[src/rtl/axi4_lite_cmd_sequencer.sv]
// axi4_lite_cmd_sequencer: FIFO-buffered command issuer for the AXI4-Lite top.
// Optional read timeout enabled by defining AXIL_SEQ_TIMEOUT_EN.
module axi4_lite_cmd_sequencer #(
  parameter int DATA_WIDTH = 32,
  parameter int ADDRESS    = 32,
  parameter int DEPTH      = 4,
  parameter int WR_WAIT    = 8,
  parameter int RD_TIMEOUT = 64
) (
  input  logic                   ACLK,
  input  logic                   ARESETN,
  input  logic                   cmd_valid,
  output logic                   cmd_ready,
  input  logic                   cmd_write,
  input  logic [ADDRESS-1:0]     cmd_addr,
  input  logic [DATA_WIDTH-1:0]  cmd_wdata,
  output logic                   read_s,
  output logic                   write_s,
  output logic [ADDRESS-1:0]     address,
  output logic [DATA_WIDTH-1:0]  W_data,
  input  logic [DATA_WIDTH-1:0]  read_data_out,
  input  logic                   read_valid_out,
  output logic                   rsp_valid,
  input  logic                   rsp_ready,
  output logic                   rsp_write,
  output logic [DATA_WIDTH-1:0]  rsp_rdata,
  output logic                   rsp_err,
  output logic                   busy,
  output logic [$clog2(DEPTH):0] cmd_count
);
  localparam int AW = $clog2(DEPTH);
  localparam int NW = AW + 1;
  localparam int CW = $clog2(WR_WAIT > RD_TIMEOUT ? WR_WAIT : RD_TIMEOUT) + 1;
  localparam logic [2:0] IDLE = 3'd0, ISSUE = 3'd1, WAIT_RD = 3'd2, WAIT_WR = 3'd3, RESP = 3'd4;
  logic [2:0] state;
  logic [AW-1:0] wp, rp;
  logic fifo_write [DEPTH];
  logic [ADDRESS-1:0] fifo_addr [DEPTH];
  logic [DATA_WIDTH-1:0] fifo_wdata [DEPTH];
  logic cmd_w;
  logic [CW-1:0] cnt;
  logic push, pop;
  assign cmd_ready = cmd_count < NW'(DEPTH);
  assign push = cmd_valid && cmd_ready;
  assign pop = state == IDLE && cmd_count != '0;
  assign read_s = state == ISSUE && !cmd_w;
  assign write_s = state == ISSUE && cmd_w;
  assign rsp_valid = state == RESP;
  assign busy = state != IDLE;
  // command storage; contents need no reset since occupancy gates every read
  always_ff @(posedge ACLK) begin
    if (push) begin
      fifo_write[wp] <= cmd_write;
      fifo_addr[wp] <= cmd_addr;
      fifo_wdata[wp] <= cmd_wdata;
    end
  end
  // FIFO pointers and occupancy; pointers wrap naturally at DEPTH
  always_ff @(posedge ACLK or negedge ARESETN) begin
    if (!ARESETN) begin
      wp <= '0;
      rp <= '0;
      cmd_count <= '0;
    end else begin
      if (push) wp <= wp + 1'b1;
      if (pop) rp <= rp + 1'b1;
      cmd_count <= cmd_count + NW'(push) - NW'(pop);
    end
  end
  // issue FSM: one command in flight, response held until the client takes it
  always_ff @(posedge ACLK or negedge ARESETN) begin
    if (!ARESETN) begin
      state <= IDLE;
      cmd_w <= 1'b0;
      address <= '0;
      W_data <= '0;
      cnt <= '0;
      rsp_write <= 1'b0;
      rsp_rdata <= '0;
      rsp_err <= 1'b0;
    end else begin
      case (state)
        IDLE: if (pop) begin
          cmd_w <= fifo_write[rp];
          address <= fifo_addr[rp];
          W_data <= fifo_wdata[rp];
          state <= ISSUE;
        end
        ISSUE: begin
          cnt <= cmd_w ? CW'(WR_WAIT - 1) : CW'(RD_TIMEOUT - 2);
          state <= cmd_w ? WAIT_WR : WAIT_RD;
        end
        WAIT_RD: if (read_valid_out) begin
          rsp_write <= 1'b0;
          rsp_rdata <= read_data_out;
          rsp_err <= 1'b0;
          state <= RESP;
        end
`ifdef AXIL_SEQ_TIMEOUT_EN
        else if (cnt == '0) begin
          rsp_write <= 1'b0;
          rsp_rdata <= '0;
          rsp_err <= 1'b1;
          state <= RESP;
        end else cnt <= cnt - 1'b1;
`endif
        WAIT_WR: if (cnt == '0) begin
          rsp_write <= 1'b1;
          rsp_rdata <= '0;
          rsp_err <= 1'b0;
          state <= RESP;
        end else cnt <= cnt - 1'b1;
        RESP: if (rsp_ready) state <= IDLE;
        default: state <= IDLE;
      endcase
    end
  end
endmodule

[config.mk]
export PLATFORM = sky130hd
export DESIGN_NAME = axi4_lite_cmd_sequencer
export DESIGN_NICKNAME = d
export VERILOG_FILES = /design/src/rtl/axi4_lite_cmd_sequencer.sv
export SDC_FILE = /design/constraint.sdc
export NUM_CORES = 1
export LEC_CHECK = 0
export ABC_AREA = 1
export BUFFER_PORTS_ARGS = -buffer_cell sky130_fd_sc_hd__buf_2
export CAP_MARGIN = 40
export CORE_ASPECT_RATIO = 0.9
export CORE_MARGIN = 2
export CORE_UTILIZATION = 51
export DETAILED_ROUTE_END_ITERATION = 8
export PLACE_DENSITY = 0.73
export SYNTH_ARGS = -nofsm -noshare
export SYNTH_HDL_FRONTEND = slang
export SYNTH_SLANG_ARGS = --single-unit
export TNS_END_PERCENT = 50
[constraint.sdc]
create_clock -name ACLK -period 3.6 [get_ports ACLK]
set_clock_uncertainty 0.1 [all_clocks]
set_input_delay 0.18 -clock ACLK [delete_from_list [all_inputs] [get_ports ACLK]]
set_output_delay 0.18 -clock ACLK [all_outputs]
set_load 0.02 [all_outputs]
**Word-level counts from Yosys, hierarchy flattened**

Memories as Yosys holds them, arrays and structs flattened. A register that Yosys moved wholly into a read port is not among the register bits.
Cells that the tools add are included.

- Add/sub/neg operators: 5
- Magnitude comparators: 1
- Equal/unequal tests: 9
- Muxes and demuxes: 19
- Reductions and logical operators: 18

Operator list:

| cell | number |
|---|---|
| 32-bit two-way mux | 2 |
| 32-bit one-hot mux with 2 select lines | 1 |
| 3-bit one-hot mux with 5 select lines | 1 |
| 7-bit one-hot mux with 2 select lines | 1 |
| 3-bit two-way mux | 4 |
| 2-bit != test, second input constant | 4 |
| 7-bit zero test | 1 |
| 7-bit two-way mux | 1 |
| 7-bit by 1-bit subtractor with 7-bit output, second input constant | 1 |
| 3-bit by 2-bit == test with 1-bit output, second input constant | 2 |
| 1-bit two-way mux | 6 |
| 6-bit two-way mux | 1 |
| 3-bit nonzero test | 2 |
| 2-bit by 1-bit adder with 2-bit output, second input constant | 2 |
| 1-bit logical AND | 4 |
| 1-bit zero test | 4 |
| 1-bit one-hot mux with 2 select lines | 2 |
| 2-bit AND reduction | 2 |
| 4-bit AND reduction | 1 |
| 2-bit nonzero test | 2 |
| 3-bit by 1-bit adder with 3-bit output | 1 |
| 3-bit by 1-bit == test with 1-bit output, second input constant | 1 |
| 3-bit == test, second input constant | 1 |
| 3-bit zero test | 1 |
| 4 further kinds | 4 |

- Bits in registers: 51
- Bits in writable memories: 260
- Bits of input ports: 102
- Output and inout port bits: 106
- Word-level logic and storage cells: 63
- Memories: 3

Memories:

| name | words | bits a word | rd ports | clocked after memory_dff | wr ports | line | RTL |
|---|---|---|---|---|---|---|---|
| fifo_addr | 4 | 32 | 1 | 1 | 1 | 38 | `logic [ADDRESS-1:0] fifo_addr [DEPTH];` |
| fifo_wdata | 4 | 32 | 1 | 1 | 1 | 39 | `logic [DATA_WIDTH-1:0] fifo_wdata [DEPTH];` |
| fifo_write | 4 | 1 | 1 | 1 | 1 | 37 | `logic fifo_write [DEPTH];` |

**Logic depth before layout (Yosys ltp)**

- Word-level depth: 4
- Mapped depth: 11
- Gate-level depth less buffers: 10

**Least setup slack after synthesis**

OpenSTA, ideal clock, no wires.

- Kind: reg-to-reg
- Start: register cmd_count[2]
- End: memory fifo_addr[0][0], enable pin
- Setup time: 489 ps
- Data arrival time: 3532 ps
- Data required time: 3011 ps
- Slack: -521 ps
- Cell stages (with the launch flop): 4
- Path buffers: 0
- Period minus slack after synthesis: 4121 ps
- Cells stage by stage: dfrtp_1 -> inv_2 -> nand2_1 -> nor2_1

- Word-level cells in the longest chain between the ends: 4

Ends and longest elaborated chain:

| what | line | RTL |
|---|---|---|
| from (decl) | 29 | `output logic [$clog2(DEPTH):0] cmd_count` |
| from (signal assigned) | 67 | `cmd_count <= cmd_count + NW'(push) - NW'(pop);` |
| 3-bit < comparator | 43 | `assign cmd_ready = cmd_count < NW'(DEPTH);` |
| net cmd_ready | 13 | `output logic cmd_ready,` |
| 1-bit logical AND | 44 | `assign push = cmd_valid && cmd_ready;` |
| 1-bit two-way mux | 52 | `if (push) begin` |
| 1-bit two-way mux (implied by the code) | 54 | `fifo_addr[wp] <= cmd_addr;` |
| to (decl) | 38 |  |

The timed path passes the listed nets, and every way through them passes these cells.

**Worst setup path after layout**

- Start: register cmd_count[2]
- End: memory fifo_addr[2][5], enable pin

- Word-level cells in the longest chain between the ends: 4

Ends and longest elaborated chain:

| what | line |
|---|---|
| 3-bit < comparator | 43 |
| 1-bit logical AND | 44 |
| 1-bit two-way mux | 52 |
| 1-bit two-way mux (implied by the code) | 54 |

Every way passes these cells.

==> flow_results.org <==
** Logic synthesis
- Post-Synth Simple-Gate Area :: 13.0%
- Post-synth top area cell :: sky130_fd_sc_hd__edfxtp_1
- Leading cell types by total area after synthesis :: sky130_fd_sc_hd__edfxtp_1 (55%), sky130_fd_sc_hd__dfrtp_1 (20%), sky130_fd_sc_hd__nor2_1 (9.1%)
- Summing the areas of all compound-gate instances in the mapped netlist gives 8.03% of the synthesized area.
- Post-Synthesis Net Count :: 1287
- Share of flip-flops with an asynchronous set or reset :: 30.7%
- In this run, synthesis inferred 260 flip-flops with an integrated enable.
- By count the netlist is led by sky130_fd_sc_hd__nor2_1 (345), sky130_fd_sc_hd__edfxtp_1 (260), sky130_fd_sc_hd__o21ai_0 (135), sky130_fd_sc_hd__nand2_1 (119), sky130_fd_sc_hd__dfrtp_1 (115).
- Mapped Avg Cell Area :: 12.1 sq um
- Most numerous cell in the Yosys netlist :: sky130_fd_sc_hd__nor2_1
- Area share of xor/xnor cells in the synthesized design :: 0.307%
- Fraction of synthesized cell area taken by the top area cell type :: 54.7%
- Main combinational cell family by area after synthesis :: simple AND/OR/NAND/NOR gates
- After Yosys synthesis, full adders, half adders and majority gates account for 0.842% of the synthesized area.
- Counting distinct cell types in the post-synthesis netlist gives 30.
- Synth Cell Area :: 14300 sq um
- Synthesis produced a netlist whose cell count is 1176.
- Multiplexer cells account for 0% of the synthesized area.
- For this run, the leading register cell type out of synthesis is sky130_fd_sc_hd__edfxtp_1.
- Number of synthesized register bits :: 375
- Sequential cells were found to cover 74.9% of the synthesized design area.
- The Yosys step of the flow raised 0 warnings.

** Worst setup path
- Critical Setup Path Class :: reg -> reg
- Counting cells, the worst reg-to-reg path comes to 4.
- Endpoint of the most critical register-to-register path :: fifo_addr[2][5]
- The worst setup path is captured at a register.
- Crit-path cells :: inv_2, nand2_1, nor2_4, buf_12
- The worst setup path is launched from a register.
- Largest stage delay, worst path :: 790 ps
- In this run the worst path has a maximum fanout of 24.
- Slack of the worst reg-to-reg path :: 1330 ps
- Critical-path cell with the highest stage delay :: sky130_fd_sc_hd__nor2_4
- At the worst endpoint, the required time is 3730 ps.
- Worst flop-to-flop path startpoint :: cmd_count[2]
- Cell family with the largest share of critical-path delay :: simple AND/OR/NAND/NOR gates
- CP Data Arrival Time :: 2400 ps
- The number of buffers and inverters on the critical path is 2.

** Drt
- The first detailed-routing pass took 4 iterations.
- Vias after detailed routing :: 9833
- For this block, the initial DRC count from the detailed router was 807.
- Met1 Routed Length :: 14300 um
- The final layout contains routed wiring with a total length of 32800 um.
- The detail route stage leaves a number of antenna-violating nets equal to 0.
- The routed design uses 2160 um of met3 wire.
- After detailed routing, the number of remaining DRC violations is 0.
- Detailed-routed wire length on met2 :: 15600 um
- Uppermost signal routing layer after detailed routing :: met4
- In the final routed layout, each cell accounts on average for 17.6 um.
- Number of vias per cell after detailed routing :: 5.27

** STA
- Final period util :: 63.1%
- The tightest hold path in the finished design has a slack of 192 ps.
- Setup repair after global routing left no endpoint under its margin.
- Final Hold Violating Endpoints :: 0
- Transition time of the tightest slew-check pin :: 855 ps
- FMAX :: 0.440 GHz
- The worst path needs 2270 ps of the cycle, external delays included.
- Setup violations remaining at the end of the flow were counted as 0.
- Max-slew headroom at the worst pin :: 42.8%
- Max Slew Vio Count :: 0

** Floorplanning
- The die covers 29300 sq um.
- From bottom edge to top edge, the die measures 163 um.
- In this run the core area contains 58 standard-cell rows.
- Placeable core region :: 27700 sq um
- Starting utilization of the core area :: 51.5%
- In this run the count of I/O pins placed on the die edge is 208.
- Measured along the x axis, the die boundary spans 180 um.

** Cells and area
- # fillers :: 1958
- Layout cells sized above 1 :: 19.8%
- At the end of the flow the core is filled with cells to 65.0%.
- From synthesis to final layout, the design area changed by 26.4%.
- Nets@finish :: 1584

** Run status
- The run finished with clean final reports.

** Place
- During placement, the flow inserted port buffers numbering 206.
- Final RePlAce weighted congestion :: 0.799
- Detailed placer's ending HPWL :: 17800 um

** Power
- Power density over the cells :: 856 nW/um^2
- VDD sags by at most 0.556 mV.
- The analysis attributes to cell leakage a power of 7.15 nW.

** CTS
- Counting along the longest clock path gives a buffer depth of 3.
- For this design, the sink count on the clock tree is 375.
- TritonCTS built the clock tree.
- Clock slew at reported path FFs :: 50 ps
- The H-tree generated during clock tree synthesis spans 2 levels.
- Post-CTS resize count :: 0
- Number of buffers inserted by post-CTS setup repair :: 0
- Clock insertion delay at the later pin of the skew report :: 520 ps
- The tree is rooted in a sky130_fd_sc_hd__clkbuf_16.
- Clock tree synthesis inserted a total of 39 buffers.
- Hold-fix buffers at CTS :: 100

** Global routing
- Global routing used 22.1% of the available tracks across all layers.
- Maximum number of pins on one net before global-route repair :: 133
- The first global-routing pass estimated 51200 um of wire.
- The number of antenna violations at the first check in global routing was 1.
- For this run the aggregate overflow at the end of global routing stands at 0.
- Number of global-route vias before repair :: 9773

** Flow run
- Max-Cap Viols :: 0

** Worst hold path
- Class of the tightest hold or removal check :: in -> async
power by group:
part,switching [mW],total (mW),internal [mW]
sequential,0.526,6.21,5.68
combinational,3.49,5.11,1.62
clock,1.62,4.11,2.49
worst max-delay path by stage:
stage	start	end	depth (start not counted)
CTS	cmd_count[2]	fifo_addr[2][18]	4
floorplan	cmd_count[2]	fifo_addr[0][0]	3
global placement	cmd_count[2]	fifo_addr[2][5]	4
global route	cmd_count[2]	fifo_addr[2][22]	4
detailed placement	cmd_count[2]	fifo_addr[2][5]	4
finish	cmd_count[2]	fifo_addr[2][5]	4
layout make-up:
class / instances / area, sq um / area share [%]
Tap cell: 360 / 450 / 2.50
Clock buffer: 52 / 1090 / 6.02
Multi-Input combinational cell: 707 / 3200 / 17.8
Clock inverter: 20 / 246 / 1.37
Sequential cell: 375 / 10700 / 59.3
Antenna cell: 1 / 2.50 / 0.0139
Timing Repair Buffer: 320 / 2240 / 12.4
Inverter: 30 / 114 / 0.632
through the flow:
stage	setup TNS [ps]	total power, mW	setup WS, ps	cell area [sq um]	std cells
global route	0	16.3	1190	18000	1864
finish	0	15.4	1330	18000	1865
detailed placement	0	11.3	1290	15700	1692
CTS	0	15.5	1290	18000	1864
floorplan	-135460	9.68	-521	14300	1176
global placement	0	11.1	1390	15700	1692
metal layers:
metal	up-vias	GRT usage [%]
met5	-	0
met4	0	6.89
met3	55	4.20
met2	355	36.3
met1	4774	30.4
li1	4649	-
cell usage in the layout, fill, tap and decap left out, types with 6 or more instances in the layout:
cell type	synthesis	final
sky130_fd_sc_hd__nand2_1	119	119
sky130_fd_sc_hd__edfxtp_1	260	260
sky130_fd_sc_hd__clkbuf_1	24	8
sky130_fd_sc_hd__nor2_4	2	6
sky130_fd_sc_hd__o21ai_0	135	135
sky130_fd_sc_hd__ha_1	8	8
sky130_fd_sc_hd__buf_12	0	8
sky130_fd_sc_hd__dfrtp_1	115	113
sky130_fd_sc_hd__inv_1	25	24
sky130_fd_sc_hd__buf_2	30	205
sky130_fd_sc_hd__nor2_1	345	341
sky130_fd_sc_hd__buf_4	3	7
sky130_fd_sc_hd__a31oi_1	64	64
sky130_fd_sc_hd__dlygate4sd3_1	0	100
sky130_fd_sc_hd__a21oi_1	7	7
sky130_fd_sc_hd__clkbuf_16	0	40
cells by family (layout without fill, tap and decap cells):
| kind of cell | Yosys count | in the layout |
|---|---|---|
| AOI/OAI and AO/OA | 211 | 211 |
| xor gates and xnor gates | 5 | 5 |
| adders and majority gates | 9 | 9 |
| buffers and inverters | 94 | 422 |
| DFF | 375 | 375 |
| other | 1 | 2 |
| and+or+nand+nor | 481 | 481 |
sequential cells by signal, indices dropped and copies added (netlist names), 2 cells and up:
register,flops
W_data,32
address,32
cmd_count,3
cnt,7
fifo_addr,128
fifo_wdata,128
fifo_write,4
rp,2
rsp_rdata,32
state,3
wp,2
Power figures use the tool's default switching activity.
